$ cat config.mk
export PLATFORM = sky130hd
export DESIGN_NAME = mul8_seq_ctrl
export DESIGN_NICKNAME = d
export VERILOG_FILES = /design/src/rtl/mul8_seq_ctrl.sv
export SDC_FILE = /design/constraint.sdc
export NUM_CORES = 1
export LEC_CHECK = 0
export CAP_MARGIN = 20
export CELL_PAD_IN_SITES_DETAIL_PLACEMENT = 0
export CELL_PAD_IN_SITES_GLOBAL_PLACEMENT = 2
export CORE_ASPECT_RATIO = 1.4
export CORE_MARGIN = 8
export CORE_UTILIZATION = 37
export CTS_CLUSTER_SIZE = 14
export DETAILED_ROUTE_END_ITERATION = 6
export PLACE_DENSITY = 0.89
export SYNTH_ARGS = -nofsm -noshare
export SYNTH_HDL_FRONTEND = slang
export SYNTH_SLANG_ARGS = --single-unit
$ cat constraint.sdc
create_clock -name clk -period 8.3 [get_ports clk]
set_clock_uncertainty 0.2 [all_clocks]
set_input_delay 1.66 -clock clk [delete_from_list [all_inputs] [get_ports clk]]
set_output_delay 1.66 -clock clk [all_outputs]
set_load 0.005 [all_outputs]
$ cat src/rtl/mul8_seq_ctrl.sv
// mul8_seq_ctrl: 8x8 unsigned multiplier built from one shared 4x4 nibble multiplier over four steps.
// Optional macro MUL8_ZERO_SKIP_EN: zero operands go straight to DONE. Rev 1.0
`default_nettype none

module mul4x4_u (
  input  logic [3:0] x,
  input  logic [3:0] y,
  output logic [7:0] p
);
  assign p = {4'b0000, x} * {4'b0000, y};
endmodule

module mul8_seq_ctrl (
  input  logic        clk,
  input  logic        rst_n,
  input  logic        start_valid,
  output logic        start_ready,
  input  logic [7:0]  a,
  input  logic [7:0]  b,
  output logic        res_valid,
  input  logic        res_ready,
  output logic [15:0] product,
  output logic        busy
);
  localparam logic [1:0] S_IDLE = 2'd0;
  localparam logic [1:0] S_MUL  = 2'd1;
  localparam logic [1:0] S_DONE = 2'd2;

  logic [1:0]  state;
  logic [1:0]  step;
  logic [7:0]  op_a;
  logic [7:0]  op_b;
  logic [15:0] acc;
  logic [3:0]  nib_x;
  logic [3:0]  nib_y;
  logic [7:0]  nib_p;
  logic [15:0] term;
  logic        accept;
  logic        zero_op;

  assign accept = start_valid & start_ready;

`ifdef MUL8_ZERO_SKIP_EN
  assign zero_op = (a == 8'h00) || (b == 8'h00);
`else
  assign zero_op = 1'b0;
`endif

  // step[1] picks the a nibble, step[0] the b nibble
  always_comb begin
    nib_x = step[1] ? op_a[7:4] : op_a[3:0];
    nib_y = step[0] ? op_b[7:4] : op_b[3:0];
  end

  mul4x4_u u_nib_mul (
    .x (nib_x),
    .y (nib_y),
    .p (nib_p)
  );

  always_comb begin
    term = 16'h0000;
    case (step)
      2'd0:    term = {8'h00, nib_p};
      2'd1:    term = {4'h0, nib_p, 4'h0};
      2'd2:    term = {4'h0, nib_p, 4'h0};
      default: term = {nib_p, 8'h00};
    endcase
  end

  always_ff @(posedge clk or negedge rst_n) begin
    if (!rst_n) begin
      state <= S_IDLE;
      step  <= 2'd0;
      op_a  <= 8'h00;
      op_b  <= 8'h00;
      acc   <= 16'h0000;
    end else begin
      case (state)
        S_IDLE: begin
          if (accept) begin
            op_a  <= a;
            op_b  <= b;
            acc   <= 16'h0000;
            step  <= 2'd0;
            state <= zero_op ? S_DONE : S_MUL;
          end
        end
        S_MUL: begin
          acc  <= acc + term;
          step <= step + 2'd1;
          if (step == 2'd3) begin
            state <= S_DONE;
          end
        end
        S_DONE: begin
          if (res_ready) begin
            state <= S_IDLE;
          end
        end
        default: state <= S_IDLE;
      endcase
    end
  end

  assign start_ready = (state == S_IDLE);
  assign res_valid   = (state == S_DONE);
  assign busy        = (state != S_IDLE);
  assign product     = acc;

endmodule

`default_nettype wire
==> impl_metrics.yaml <==
synthesis:
  synth-compound-area-share_pct: 19.2
  ys_async_sr_fraction_pct: 100
  yosysUniqueCellTypes: 50
  synthAdderAreaFrac_pct: 17.0
  yosysWarningCount: 0
  synth_xor_area_share_pct: 4.70
  seq_area_frac_synth_pct: 32.2
  synthSimpleGateAreaFrac_pct: 13.2
  synth.area.mux_share_pct: 9.31
  syn_nets: 344
  ys.flop_type: "dfrtp_1"
  syn_area_per_cell_um2: 9.67
  yosys_register_bits: 36
  synth_edf_count: 0
  synthesis.area_um2: 2790
  synth_top_family_by_area: "compound AO/OA/AOI/OAI gates"
  synthCells: 289
floorplanning:
  fp.dieArea_um2: 10600
  core_area_um2: 7360
  start_util_pct: 38.0
  rows: 37
  die_height_um: 119
  ios: 39
  die_w_um: 89.4
drt:
  dr_wl_met2_um: 3330
  drt-pass1-iter-count: 4
  wl_met1_um: 2550
  drc: 0
  drt_iter0_markers: 70
  antenna_left: 0
  highest_layer: "met4"
  wl_met3_um: 178
  wl_per_cell_um: 14.6
  viasPerCell: 5.12
  vias: 2172
  drt-total-wl_um: 6210
clock_network:
  postCtsSetupBuffers: 0
  hold_buffers: 0
  cts_resized: 0
  cts_buffers: 5
  root_buffer: "clkbuf_8"
  clk_pin_slew_worst_paths_ps: 80
  clock_path_buffers: 2
  clock_sinks: 36
  htreeDepth: 2
  clk-insertion-delay-late_ps: 300
  cts_tree: "built"
timing:
  setup_viol: 0
  rsz0062_at_grt: "no"
  min_period_ps: 5350
  slew_viol_final: 0
  relSlewSlack_pct: 45.6
  fin_crit_sh_pct: 64.5
  fin_setup_tns_ps: 0
  finalHoldViolCount: 0
  fmax_mhz: 187
  worst_slew_pin_slew_ps: 817
setup_path:
  path_max_fanout: 8
  crit_top_cell: "nor2_1"
  endpoint_kind: "register"
  startpoint_type: "register"
  crit_type: "register to register"
  crit_path_max_incr_delay_ps: 550
  path_cells: "mux2i_1, or2_2, fa_1, inv_1, fa_1, ha_1, a211oi_1, nor2_1, o21a_1, nor2_1, xnor2_1, a22oi_1, nor2_1, ha_1, a2111o_1, o211ai_2, a21oi_2, a211oi_2, xor2_1, o21ai_1"
  cp.required_ps: 8280
  ff2ff_setup_slack_ps: 2950
  crit_slowest_cell: "dfrtp_1"
  worst_ep_arrival_time_ps: 5330
grt:
  grt-ovfl-total: 0
  grt_pass1_vias: 2333
  grt_usage_pct: 12.7
  grt_first_pass_wirelength_um: 10700
  grt_max_degree: 37
  antenna_found_initial: 0
flow_run:
  max_cap_violations: 0
finish:
  antenna_cells: 0
  area_delta_synth_final_pct: 20.0
  nets: 381
  drive_above_1_share_pct: 12.5
min_path:
  hold_path.class: "register to register"
place:
  placement.io_buffers: 38
  gp_congestion: 0.834
  dp_hpwl_um: 4940
status:
  status: "finished, final reports clean"
## logic make-up (layout without fill, tap and decap cells)
group	after synthesis	after routing
multiplexers	24	24
flip-flops	36	36
AND/OR/NAND/NOR	78	78
XOR/XNOR	15	15
adder cells (fa/ha/maj)	35	35
AO/OA/AOI/OAI	76	76
buffers and inverters	25	63
## per-stage QoR
stage | utilization (%) | instance area, um^2 | setup WS (ps) | cells | hold WS (ps)
4_1_cts | 45.5 | 3350 | 2890 | 424 | 315
3_3_place_gp | 43.9 | 3230 | 2920 | 415 | 291
3_5_place_dp | 44.3 | 3260 | 2930 | 416 | 296
2_1_floorplan | - | 2790 | 3280 | 289 | 279
6_report | 45.5 | 3350 | 2950 | 424 | 307
5_1_grt | 45.5 | 3350 | 2620 | 424 | 331
## path summary, 6_finish.rpt
kind / from / end / depth (start not counted)
min in group asynchronous: rst_n / op_b[0]$_DFFE_PN0P_ / 1
min: op_a[0]$_DFFE_PN0P_ / op_a[0]$_DFFE_PN0P_ / 1
max in group asynchronous: rst_n / product[13]$_DFFE_PN0P_ / 1
max reg2reg: step[1]$_DFFE_PN0P_ / product[14]$_DFFE_PN0P_ / 20
min reg2reg: op_a[0]$_DFFE_PN0P_ / op_a[0]$_DFFE_PN0P_ / 1
max: step[1]$_DFFE_PN0P_ / product[14]$_DFFE_PN0P_ / 20
## cell usage after synthesis, types with 3 or more instances
master    instances  area share, %
a211oi_1          6            1.6
a21o_1            7            1.9
a21oi_1           9            1.6
a22o_1            5            1.6
a22oi_1           4            1.1
and2_1            3           0.67
clkbuf_1          5           0.67
dfrtp_1          36             32
fa_1              5            3.6
ha_1             30             13
inv_1            14            1.9
mux2_2           16            6.4
mux2i_1           8            2.9
nand2_1          13            1.7
nand2b_1          4           0.90
nand3_1          18            3.2
nor2_1           28            3.8
nor2b_1           3           0.67
o21a_1            3           0.81
o21ai_0          12            2.1
o21ai_1           9            1.6
or2_2             3           0.67
xnor2_1           8            2.5
xor2_1            7            2.2
## sequential cells by signal, indices dropped and copies added (netlist names)
name and count:
product 16, op_a 8, step 2, state 2
op_b 8
## area by class of cell
class | count | area, um^2
Clock buffer | 5 | 68.8
Clock inverter | 3 | 21.3
Fill cell | 737 | 4010
Inverter | 15 | 56.3
Multi-Input combinational cell | 228 | 1770
Sequential cell | 36 | 901
Tap cell | 97 | 121
Timing Repair Buffer | 40 | 410
## layout by cell type, fill, tap and decap left out, drive strengths merged, types with 4 or more instances in the layout
master,n
a211oi,8
a21o,9
a21oi,10
a22o,5
a22oi,4
and2,4
clkbuf,5
clkdlybuf4s50,37
dfrtp,36
fa,5
ha,30
inv,15
mux2,16
mux2i,8
nand2,13
nand2b,4
nand3,18
nor2,28
nor2b,4
o211ai,4
o21ai,22
xnor2,8
xor2,7
## worst max-delay path: cells and delay by family, from the launching register on
family | cells | cell delay, ps
adders and majority gates | 4 | 1640
AOI/OAI and AO/OA | 8 | 1520
and+or+nand+nor | 4 | 710
DFF | 1 | 550
xor gates and xnor gates | 2 | 350
muxes | 1 | 210
buffers and inverters | 1 | 60
## layer usage
layer	vias up	GRT usage (%)
met2	35	22.8
met4	0	5.54
met5	-	0
li1	1115	-
met1	1012	14.0
met3	10	1.93
Power is not shown: default switching activity piles up to over one toggle a cycle in this logic, so the estimate is an artifact.
